File: src/rtl/ldm_stm_sequencer.sv
// ldm_stm_sequencer
// Walks an LDM/STM register list lowest register first, issuing one memory
// request per listed register and driving the register-file write port for
// loads and the read select for stores.
// Optional feature macro: LDMSTM_BASE_WB_EN (adds the base-writeback WB state).
module ldm_stm_sequencer #(
  parameter int ADDR_WIDTH = 32
) (
  input  logic                  CLK,
  input  logic                  RST,
  input  logic                  START,
  input  logic [15:0]           REGLIST,
  input  logic [3:0]            RN,
  input  logic [ADDR_WIDTH-1:0] BASE,
  input  logic                  L,
  input  logic                  U,
  input  logic                  P,
  input  logic                  W,
  input  logic                  MEMRDY,
  input  logic [31:0]           MEMDATA,
  output logic                  MEMREQ,
  output logic                  MEMRW,
  output logic [ADDR_WIDTH-1:0] ADDR,
  output logic [3:0]            RDSEL,
  output logic [3:0]            WRSEL,
  output logic                  WREN_N,
  output logic [ADDR_WIDTH-1:0] WDATA,
  output logic                  BUSY,
  output logic                  DONE
);

  typedef enum logic [1:0] {
    IDLE,
    XFER,
    FIN
`ifdef LDMSTM_BASE_WB_EN
    , WB
`endif
  } state_t;

  function automatic logic [4:0] popcount(input logic [15:0] v);
    logic [4:0] c;
    c = '0;
    for (int i = 0; i < 16; i++) c = c + 5'(v[i]);
    return c;
  endfunction

  function automatic logic [3:0] lowest_set(input logic [15:0] v);
    logic [3:0] r;
    r = '0;
    for (int i = 15; i >= 0; i--) if (v[i]) r = 4'(i);
    return r;
  endfunction

  state_t                  state, next_state;
  logic [15:0]             mask;
  logic                    l_q;
  logic [ADDR_WIDTH-1:0]   addr_q;
  logic [3:0]              rdsel_q, wrsel_q;
  logic [ADDR_WIDTH-1:0]   wdata_q;
  logic [ADDR_WIDTH-1:0]   span, start_addr;
  logic [3:0]              cur;
  logic                    last, in_xfer, wr_load, wr_wb, wb_pending;
  logic [3:0]              wb_sel;
  logic [ADDR_WIDTH-1:0]   wb_data;

  assign span    = ADDR_WIDTH'({popcount(REGLIST), 2'b00});
  assign cur     = lowest_set(mask);
  assign last    = (mask & (mask - 16'd1)) == 16'd0;
  assign in_xfer = (state == XFER) && !RST;
  assign wr_load = in_xfer && MEMRDY && l_q;

`ifdef LDMSTM_BASE_WB_EN
  logic [3:0]            rn_q;
  logic                  wb_q;
  logic [ADDR_WIDTH-1:0] new_base_q;
  logic [ADDR_WIDTH-1:0] new_base;

  assign new_base   = U ? (BASE + span) : (BASE - span);
  assign wr_wb      = (state == WB) && !RST;
  assign wb_pending = wb_q;
  assign wb_sel     = rn_q;
  assign wb_data    = new_base_q;

  // Latch the writeback target and decide up front whether a loaded Rn overrides it
  always_ff @(posedge CLK) begin
    if (RST) begin
      rn_q       <= '0;
      wb_q       <= 1'b0;
      new_base_q <= '0;
    end else if (state == IDLE && START) begin
      rn_q       <= RN;
      wb_q       <= W && !(L && REGLIST[RN]);
      new_base_q <= new_base;
    end
  end
`else
  logic unused_cfg;
  assign unused_cfg = ^{RN, W};
  assign wr_wb      = 1'b0;
  assign wb_pending = 1'b0;
  assign wb_sel     = '0;
  assign wb_data    = '0;
`endif

  // First transfer address for the four addressing modes
  always_comb begin
    start_addr = BASE;
    case ({U, P})
      2'b10:   start_addr = BASE;
      2'b11:   start_addr = BASE + ADDR_WIDTH'(4);
      2'b00:   start_addr = BASE - span + ADDR_WIDTH'(4);
      default: start_addr = BASE - span;
    endcase
  end

  // Next-state selection; an empty list skips straight to FIN
  always_comb begin
    next_state = state;
    case (state)
      IDLE: if (START) next_state = (REGLIST == 16'd0) ? FIN : XFER;
      XFER: begin
        if (MEMRDY && last) begin
`ifdef LDMSTM_BASE_WB_EN
          next_state = wb_pending ? WB : FIN;
`else
          next_state = FIN;
`endif
        end
      end
`ifdef LDMSTM_BASE_WB_EN
      WB:   next_state = FIN;
`endif
      FIN:  next_state = IDLE;
      default: next_state = IDLE;
    endcase
  end

  // State, pending mask, address and the held output values
  always_ff @(posedge CLK) begin
    if (RST) begin
      state   <= IDLE;
      mask    <= '0;
      l_q     <= 1'b0;
      addr_q  <= '0;
      rdsel_q <= '0;
      wrsel_q <= '0;
      wdata_q <= '0;
    end else begin
      state <= next_state;
      if (state == IDLE && START) begin
        mask <= REGLIST;
        l_q  <= L;
        if (REGLIST != 16'd0) addr_q <= start_addr;
      end
      if (state == XFER) begin
        rdsel_q <= cur;
        if (MEMRDY) begin
          mask <= mask & (mask - 16'd1);
          if (!last) addr_q <= addr_q + ADDR_WIDTH'(4);
        end
      end
      if (wr_load) begin
        wrsel_q <= cur;
        wdata_q <= ADDR_WIDTH'(MEMDATA);
      end else if (wr_wb) begin
        wrsel_q <= wb_sel;
        wdata_q <= wb_data;
      end
    end
  end

  assign MEMREQ = in_xfer;
  assign MEMRW  = in_xfer && !l_q;
  assign ADDR   = addr_q;
  assign RDSEL  = (state == XFER) ? cur : rdsel_q;
  assign WREN_N = !(wr_load || wr_wb);
  assign WRSEL  = wr_load ? cur : (wr_wb ? wb_sel : wrsel_q);
  assign WDATA  = wr_load ? ADDR_WIDTH'(MEMDATA) : (wr_wb ? wb_data : wdata_q);
  assign BUSY   = (state != IDLE);
  assign DONE   = (state == FIN);

endmodule

File: config.mk
export PLATFORM = sky130hd
export DESIGN_NAME = ldm_stm_sequencer
export DESIGN_NICKNAME = d
export VERILOG_FILES = /design/src/rtl/ldm_stm_sequencer.sv
export SDC_FILE = /design/constraint.sdc
export NUM_CORES = 1
export LEC_CHECK = 0
export CORE_UTILIZATION = 35
export CTS_CLUSTER_SIZE = 20
export DETAILED_ROUTE_END_ITERATION = 16
export PLACE_DENSITY = 0.61
export SETUP_SLACK_MARGIN = 0.05
export SLEW_MARGIN = 10
export SYNTH_ARGS = -nofsm -noshare
export SYNTH_HDL_FRONTEND = slang
export SYNTH_SLANG_ARGS = --single-unit
export TNS_END_PERCENT = 1
File: constraint.sdc
create_clock -name CLK -period 18.76 [get_ports CLK]
set_input_delay 4.69 -clock CLK [delete_from_list [all_inputs] [get_ports CLK]]
set_output_delay 4.69 -clock CLK [all_outputs]
set_load 0.02 [all_outputs]
* Yosys cells after proc, flatten, opt, wreduce, memory -nomap -nowiden
Index checks and enable logic that the tools add are counted.
** Cells by class
- Add/subtract/negate cells :: 20
- Multipliers :: 0
- Div/mod/pow operators :: 0
- $lt $le $gt $ge :: 0
- Equality and inequality tests :: 6
- Shifts and indexed selects :: 0
- Muxes and demuxes :: 32
- Bitwise operators :: 1
- Reductions and logical operators :: 16
** Operator list (number)
- two-way mux 32 bit :: 6
- adder 32 x 3 -> 32 bit (second input constant) :: 3
- case mux 32 bit (3 select lines) :: 1
- two-way mux 4 bit :: 18
- adder 5 x 1 -> 5 bit :: 11
- two-way mux 16 bit :: 3
- zero test 16 bit :: 2
- subtractor 32 x 7 -> 32 bit :: 1
- bitwise AND 16 bit :: 1
- nonzero test 16 bit :: 1
- subtractor 16 x 1 -> 16 bit (second input constant) :: 1
- == test 2 bit (second input constant) :: 3
- logical AND 1 bit :: 6
- two-way mux 2 bit :: 3
- adder 4 x 1 -> 5 bit :: 1
- adder 3 x 1 -> 4 bit :: 1
- zero test 2 bit :: 2
- case mux 2 bit (2 select lines) :: 1
- adder 2 x 1 -> 3 bit :: 1
- zero test 1 bit :: 3
- adder 1 x 1 -> 2 bit :: 1
- == test 2 x 1 -> 1 bit (second input constant) :: 1
- inequality test 2 x 1 -> 1 bit (second input constant) :: 1
- inequality test 2 bit (second input constant) :: 1
- 2 further kinds :: 2
** Storage, ports and cells
- Flip-flop bits (word level) :: 91
- Latch bits :: 0
- RAM bits :: 0
- Memory bits (read-only) :: 0
- Input port bits :: 92
- Output and inout bits :: 77
- Word-level logic and storage cells :: 82
- Memories kept :: 0

* Logic depth before layout (Yosys ltp)
Gate-level depths: netlist of the first run.
- Depth after elaboration :: 23
- Gate-level depth with buffers :: 24
- Depth with buffers taken out :: 22

* Worst setup path before layout of the first run
Ideal clock, no wire load.
- Kind :: in2out
- Start point :: input port RST
- End point :: output port WDATA[25]
- Arrival time :: 6438 ps
- Required time :: 14070 ps
- Setup slack :: 7632 ps
- Stages :: 4
- Buffers on the path :: 1
- Cell sequence :: nor2_1 > nand3_1 > clkbuf_1 > mux2_2
** Between the ends
- Cells in the longest elaborated chain, start to end :: 5
** Ends and longest elaborated chain
- start, declared :: line 10 : input logic RST,
- zero test 1 bit :: line 70 : assign in_xfer = (state == XFER) && !RST;
- logical AND 1 bit :: line 70
- logical AND 1 bit (2 in a row) :: line 71 : assign wr_load = in_xfer && MEMRDY && l_q;
- two-way mux 32 bit :: line 179 : assign WDATA = wr_load ? ADDR_WIDTH'(MEMDATA) : (wr_wb ? wb_data : wdata_q);
- end, declared :: line 27 : output logic [ADDR_WIDTH-1:0] WDATA,
No other way between the ends.

* Final worst setup path of the first run
- Start point :: input port RST
- End point :: output port WDATA[10]
The elaborated chain is that of the path after synthesis.

==> results of run 1 <==
cell usage in the layout (no fill, tap or decap), types with 6 or more instances in the layout:
cell type	n
clkdlybuf4s50_1	162
dfxtp_1	91
nand2_1	85
nor2_1	78
a21oi_1	64
o21ai_0	55
nor3_1	46
nor2b_1	45
inv_1	43
mux2_2	43
nand3_1	40
xnor2_1	35
nor4_1	18
nand4_1	18
or3_1	17
ha_1	16
xor2_1	13
nand2b_1	13
a31oi_1	13
o31ai_1	13
a22o_1	13
and3_1	12
a211oi_1	11
fa_1	11
or4_1	9
o211ai_1	9
clkbuf_16	9
buf_4	8
a22oi_1	7
o22ai_1	6
nand3b_1	6
o31a_1	6
per-stage QoR:
stage / instances / cell area, sq um / setup slack [ns] / utilization [%]
finish: 1421 / 9890 / 6.35 / 45.5
global route: 1421 / 9890 / 6.11 / 45.5
CTS: 1421 / 9880 / 6.29 / 45.4
detailed placement: 1405 / 9540 / 6.30 / 43.9
global placement: 1405 / 9540 / 6.23 / 43.9
floorplan: 1016 / 7760 / 7.63 / -
layer usage:
metal | share of wire, % | GRT usage (%) | wire length (microns)
met1 | 45 | 29.0 | 11300
met2 | 46 | 35.6 | 11400
met3 | 7.3 | 3.16 | 1820
met4 | 1.9 | 7.00 | 474
met5 | 0 | 0 | 0
sequential cells by signal, summed over array words and instances, names as in the netlist:
name and flops:
ADDR 32, wdata_q 32, mask 16, rdsel_q 4
wrsel_q 4, state 2, l_q 1
power by group:
| part | internal [mW] | switching (mW) |
|---|---|---|
| Combinational | 0.155 | 0.216 |
| Sequential | 0.206 | 0.0177 |
| Clock | 0.128 | 0.0757 |
| Total | 0.490 | 0.309 |
worst register-to-register path: stages (launching register included):
cell and delay, ns:
dfxtp_1 0.38, nor4_2 0.51, nand3b_1 0.19, maj3_1 0.39, or4_4 0.56, o21ba_2 0.39
nor2_1 0.43, o21ai_0 0.18, a21oi_1 0.14, a31o_1 0.11
how the worst min path moves through the flow:
stage	to	slack (ns)
after CTS	ADDR[1]	0.46
after detailed placement	ADDR[1]	0.45
final	ADDR[1]	0.46
after global routing	ADDR[1]	0.49
after global placement	ADDR[1]	0.44
after floorplan	state[1]	0.43
cell families after synthesis:
kind of cell	synth area share (%)
compound gates	22.2
xor+xnor	5.42
fa+ha+maj	5.68
buf+inv	5.47
flops	23.5
mux	7.03
simple gates	30.7
layout make-up:
| cell class | count | area, sq um | share of cell area [%] |
|---|---|---|---|
| multi-input combinational | 820 | 5530 | 55.9 |
| clock inverter | 3 | 68.8 | 0.696 |
| timing repair buffer | 171 | 1690 | 17.1 |
| clock buffer | 13 | 270 | 2.73 |
| sequential | 91 | 1820 | 18.4 |
| inverter | 43 | 161 | 1.63 |
| tap | 280 | 350 | 3.54 |
==> results by group, run 1 <==
Clock tree
  – CTS Sinks: 91
  – Clock Latency Late Sink: 0.34 ns
  – Post-CTS sizing: 0
  – Clock transition at the registers of the reported paths: 0.06 ns
  – Cts bufs inserted: 9
  – CTS max path bufs: 2
  – CTS tree: yes
  – Root buffer cell: clkbuf_16
  – # Post-CTS Setup Buffers: 0
  – Htree depth: 3
  – CTS Hold Buffers Added: 0

STA
  – Slew HR: 20.3%
  – Setup total negative slack: 0 ns
  – Fmax: 80.6 MHz
  – Hold_ws: 0.456 ns
  – RSZ-0062 raised after global routing: no
  – Final setup viols: 0
  – Hold Vio Cnt, Final: 0
  – Final Max Slew Viols: 0
  – Tightest Pin Transition: 1.19 ns
  – Post-route minimum period: 12.41 ns
  – Clock skew: 0.00904 ns
  – Fin crit share: 66.1%

Pwr
  – Maximum VDD drop: 0.0506 mV
  – Tot Pwr: 799 uW
  – Leakage Power: 3.51 nW
  – PD cells: 80.8 mW/mm^2

Logic synthesis
  – Synth Register Bits: 91
  – Synth unique cells: 88
  – Post-Syn Area per Cell: 7.64 sq um
  – Yosys top cell by area: dfxtp_1
  – Warnings, synthesis: 0
  – Dominant synthesized flop cell: dfxtp_1
  – Commonest cells post-synth: dfxtp_1, nand2_1, nor2_1, a21oi_1, o21ai_0
  – Synth top area share: 23.5%
  – Sequential fraction of the synthesis area: 23.5%
  – Synth Net Count: 1135
  – Synth top area cells: dfxtp_1, mux2_2, a21oi_1
  – Count leader, synth: dfxtp_1
  – Number of flops mapped to enable cells by yosys: 0
  – Post-Synthesis Cells: 1016
  – Synthesized cell area: 0.00776 sq mm
  – Async set-reset flop share out of synthesis: 0%

Setup path
  – Crit path required time: 14.07 ns
  – Setup Crit Path Kind: in2out
  – CP Capture Type: output port
  – Worst R2R Start: mask[7]
  – R2R Setup Slk: 15.41 ns
  – Arr. time, crit path: 7.72 ns
  – CP endpoint: WDATA[10]
  – Crit path depth: 5
  – Reg2reg end: ADDR[29]
  – Startpoint types: input port
  – R2R depth: 9
  – CP Max Fanout: 37
  – WP buf/inv: 2
  – Top delay family on crit path: simple AND/OR/NAND/NOR gates
  – Critical Path Source: RST
  – CP max stage delay: 0.87 ns
  – CP cell instances: buf_2 -> nor2_1 -> nand3_2 -> mux2_2 -> clkdlybuf4s50_1
  – CP max stage cell: nand3_2

GRT
  – Vias in the first global route: 7408
  – GRT overflow: 0
  – Pin count of the biggest net entering global routing: 51
  – Initial antenna violation count: 0
  – First-pass GRT wire length: 39100 microns
  – Total track usage: 21.7%

Place
  – GP Congestion: 0.928
  – Port Buffer Count: 163
  – Post-DP HPWL: 18800 microns

Detailed routing
  – Routed Antenna Nets: 0
  – DR iter-0 viols: 529
  – Final WL: 25000 microns
  – Router iterations before antenna repair: 5
  – Routed vias: 7966
  – Vias per inst: 5.61
  – Post-DR wirelength/cell: 17.6 microns
  – DRC violations left: 0

Layout
  – Nets: 1255
  – Ant diodes: 0
  – Filler instances: 2204
  – Share of layout cells above drive strength 1: 8.85%
  – Synth-to-layout area growth: 27.4%

Min path
  – Worst Hold Class: reg2reg
  – Worst hold path depth: 2
  – Hold_sp: ADDR[1]

Floorplan
  – Die area: 0.0228 sq mm
  – Die Wd: 151 microns
  – Starting Density: 35.7%
  – IO Pins: 169
  – Rows: 54
  – CORE AREA: 0.0218 sq mm
  – Die Ht: 151 microns

Status
  – Status: finished, final reports clean

Run
  – MaxCap Viol Count: 0
(Power assumes the default switching activity.)
==> run 2, diff against run 1 <==
--- a/config.mk
+++ b/config.mk
@@ -8,7 +8,7 @@
 export CORE_UTILIZATION = 35
 export CTS_CLUSTER_SIZE = 20
 export DETAILED_ROUTE_END_ITERATION = 16
-export PLACE_DENSITY = 0.61
+export PLACE_DENSITY = 0.63
 export SETUP_SLACK_MARGIN = 0.05
 export SLEW_MARGIN = 10
 export SYNTH_ARGS = -nofsm -noshare
==> constraint.sdc (replaced) <==
create_clock -name CLK -period 10.1 [get_ports CLK]
set_input_delay 2.525 -clock CLK [delete_from_list [all_inputs] [get_ports CLK]]
set_output_delay 2.525 -clock CLK [all_outputs]
set_load 0.02 [all_outputs]
==> run 2 against run 1 <==
  * Critical path depth rose by 17
  * Die area is the same
  * Power is 80% higher
  * Via count up 2.6%
  * Register-to-register slack worse by 8.6 ns
  * First-iteration DRC count is 7.0% higher
  * Hold slack gained 0.0052 ns
  * Flip-flop and latch count unchanged
  * Highest routed layer unchanged
==> results by group, run 2 (same netlist as run 1, synthesis figures left out) <==
Setup path
  – Startpoint types: input port
  – CP Capture Type: flop
  – Setup Crit Path Kind: in2reg
  – Crit path required time: 10.38 ns
  – CP most frequent cell: fa_1
  – Top delay family on crit path: adder cells
  – CP max stage cell: nor3_1
  – Arr. time, crit path: 9.59 ns
  – CP max stage delay: 0.99 ns
  – WP buf/inv: 4
  – CP Max Fanout: 11
  – CP cell instances: clkdlybuf4s50_1 -> inv_1 -> fa_1 -> fa_1 -> fa_1 -> fa_1 -> inv_1 -> ha_1 -> inv_1 -> fa_1 -> nor2b_1 -> o21ai_0 -> ha_1 -> nand2b_1 -> nor3_1 -> nor4bb_1 -> o32a_1 -> and4_4 -> and4bb_4 -> mux2i_1 -> mux2_1 -> o21ai_1

Clock tree
  – Clock transition at the registers of the reported paths: 0.07 ns
  – Cts bufs inserted: 9
  – CTS tree: yes
  – CTS Sinks: 91
  – CTS max path bufs: 2
  – CTS Hold Buffers Added: 0
  – Root buffer cell: clkbuf_16
  – Post-CTS sizing: 0
  – Htree depth: 3
  – # Post-CTS Setup Buffers: 0
  – Clock Latency Late Sink: 0.34 ns

Pwr
  – PD cells: 146 mW/mm^2
  – Maximum VDD drop: 0.0945 mV
  – Leakage Power: 3.48 nW
  – Tot Pwr: 1.44 mW

Place
  – Port Buffer Count: 163
  – GP Congestion: 0.936
  – Post-DP HPWL: 18700 microns

GRT
  – Initial antenna violation count: 0
  – First-pass GRT wire length: 38700 microns
  – Pin count of the biggest net entering global routing: 54
  – GRT overflow: 0
  – Vias in the first global route: 7498
  – Total track usage: 21.4%

STA
  – Post-route minimum period: 9.31 ns
  – Tightest Pin Transition: 1.24 ns
  – Hold Vio Cnt, Final: 0
  – RSZ-0062 raised after global routing: no
  – Clock skew: 0.0115 ns
  – Setup total negative slack: 0 ns
  – Fmax: 107 MHz
  – Final Max Slew Viols: 0
  – Fin crit share: 92.1%
  – Final setup viols: 0
  – Slew HR: 17.0%

Detailed routing
  – Vias per inst: 5.75
  – Router iterations before antenna repair: 5
  – DRC violations left: 0
  – Final WL: 24600 microns
  – Post-DR wirelength/cell: 17.3 microns
  – Routed Antenna Nets: 0
  – DR iter-0 viols: 566
  – Routed vias: 8177

Layout
  – Ant diodes: 0
  – Filler instances: 2209
  – Synth-to-layout area growth: 26.9%
  – Commonest cells after routing, fill and taps aside: clkdlybuf4s50_1, dfxtp_1, nand2_1
  – Share of layout cells above drive strength 1: 8.92%
  – Most common cell after layout, fill and taps aside: clkdlybuf4s50_1
  – Final core occ: 45.3%
  – Nets: 1257

Floorplan
  – Rows: 54
  – Die area: 0.0228 sq mm
  – Die Ht: 151 microns
  – Starting Density: 35.7%
  – Die Wd: 151 microns
  – IO Pins: 169
  – CORE AREA: 0.0218 sq mm

Status
  – Status: finished, final reports clean

Run
  – MaxCap Viol Count: 0

Min path
  – Worst Hold Class: reg2reg
==> run 2: changes by cell type in the layout (fill, tap and decap cells not counted), sizes merged <==
| cell | delta |
|---|---|
| buf | +2 |
| bufinv | -2 |
| clkinvlp | +3 |
| clkinv | -1 |
==> run 2: report_power, final <==
| part | switching, mW | internal (mW) | leakage [nW] |
|---|---|---|---|
| Sequential | 0.0325 | 0.383 | 0.741 |
| Combinational | 0.403 | 0.294 | 2.61 |
| Clock | 0.142 | 0.181 | 0.128 |
| Total | 0.577 | 0.858 | 3.48 |
==> run 2: final timing paths <==
path | start | end | slack (ns) | cells past startpoint
setup / recovery | REGLIST[5] | ADDR[27] | 0.79 | 22
hold reg to reg | ADDR[0] | ADDR[0] | 0.46 | 2
hold / removal | ADDR[0] | ADDR[0] | 0.46 | 2
setup reg to reg | mask[7] | ADDR[29] | 6.80 | 9
==> run 2: metrics by stage <==
stage	instance area, sq um	setup slack [ns]	instances	hold slack [ns]
2_1_floorplan	7760	1.93	1016	0.434
3_3_place_gp	9560	0.518	1407	0.446
3_5_place_dp	9560	0.508	1407	0.449
4_1_cts	9840	0.834	1423	0.458
5_1_grt	9850	0.350	1423	0.489
6_report	9850	0.794	1423	0.461
==> run 2: area by class of cell <==
cell class              instances  area [sq um]  area share (%)
clock inverters                 3          22.5           0.229
repair buffers                173          1700            17.3
flip-flops and latches         91          1820            18.5
clock buffers                  13           260            2.64
multi-input cells             820          5530            56.1
inverters                      43           161            1.64
well taps                     280           350            3.56
==> run 2: routing by layer <==
layer | up-vias | track usage, % | part of all wire, %
li1 | 3981 | - | -
met3 | 36 | 2.98 | 7.3
met5 | - | 0 | 0
met4 | 0 | 7.00 | 2.0
met2 | 299 | 35.8 | 46
met1 | 3861 | 28.1 | 44
==> run 2: tightest hold or removal path: stages (launching register included) <==
cell and delay (ns):
dfxtp_1 0.31, nand2_1 0.05, a21oi_1 0.06
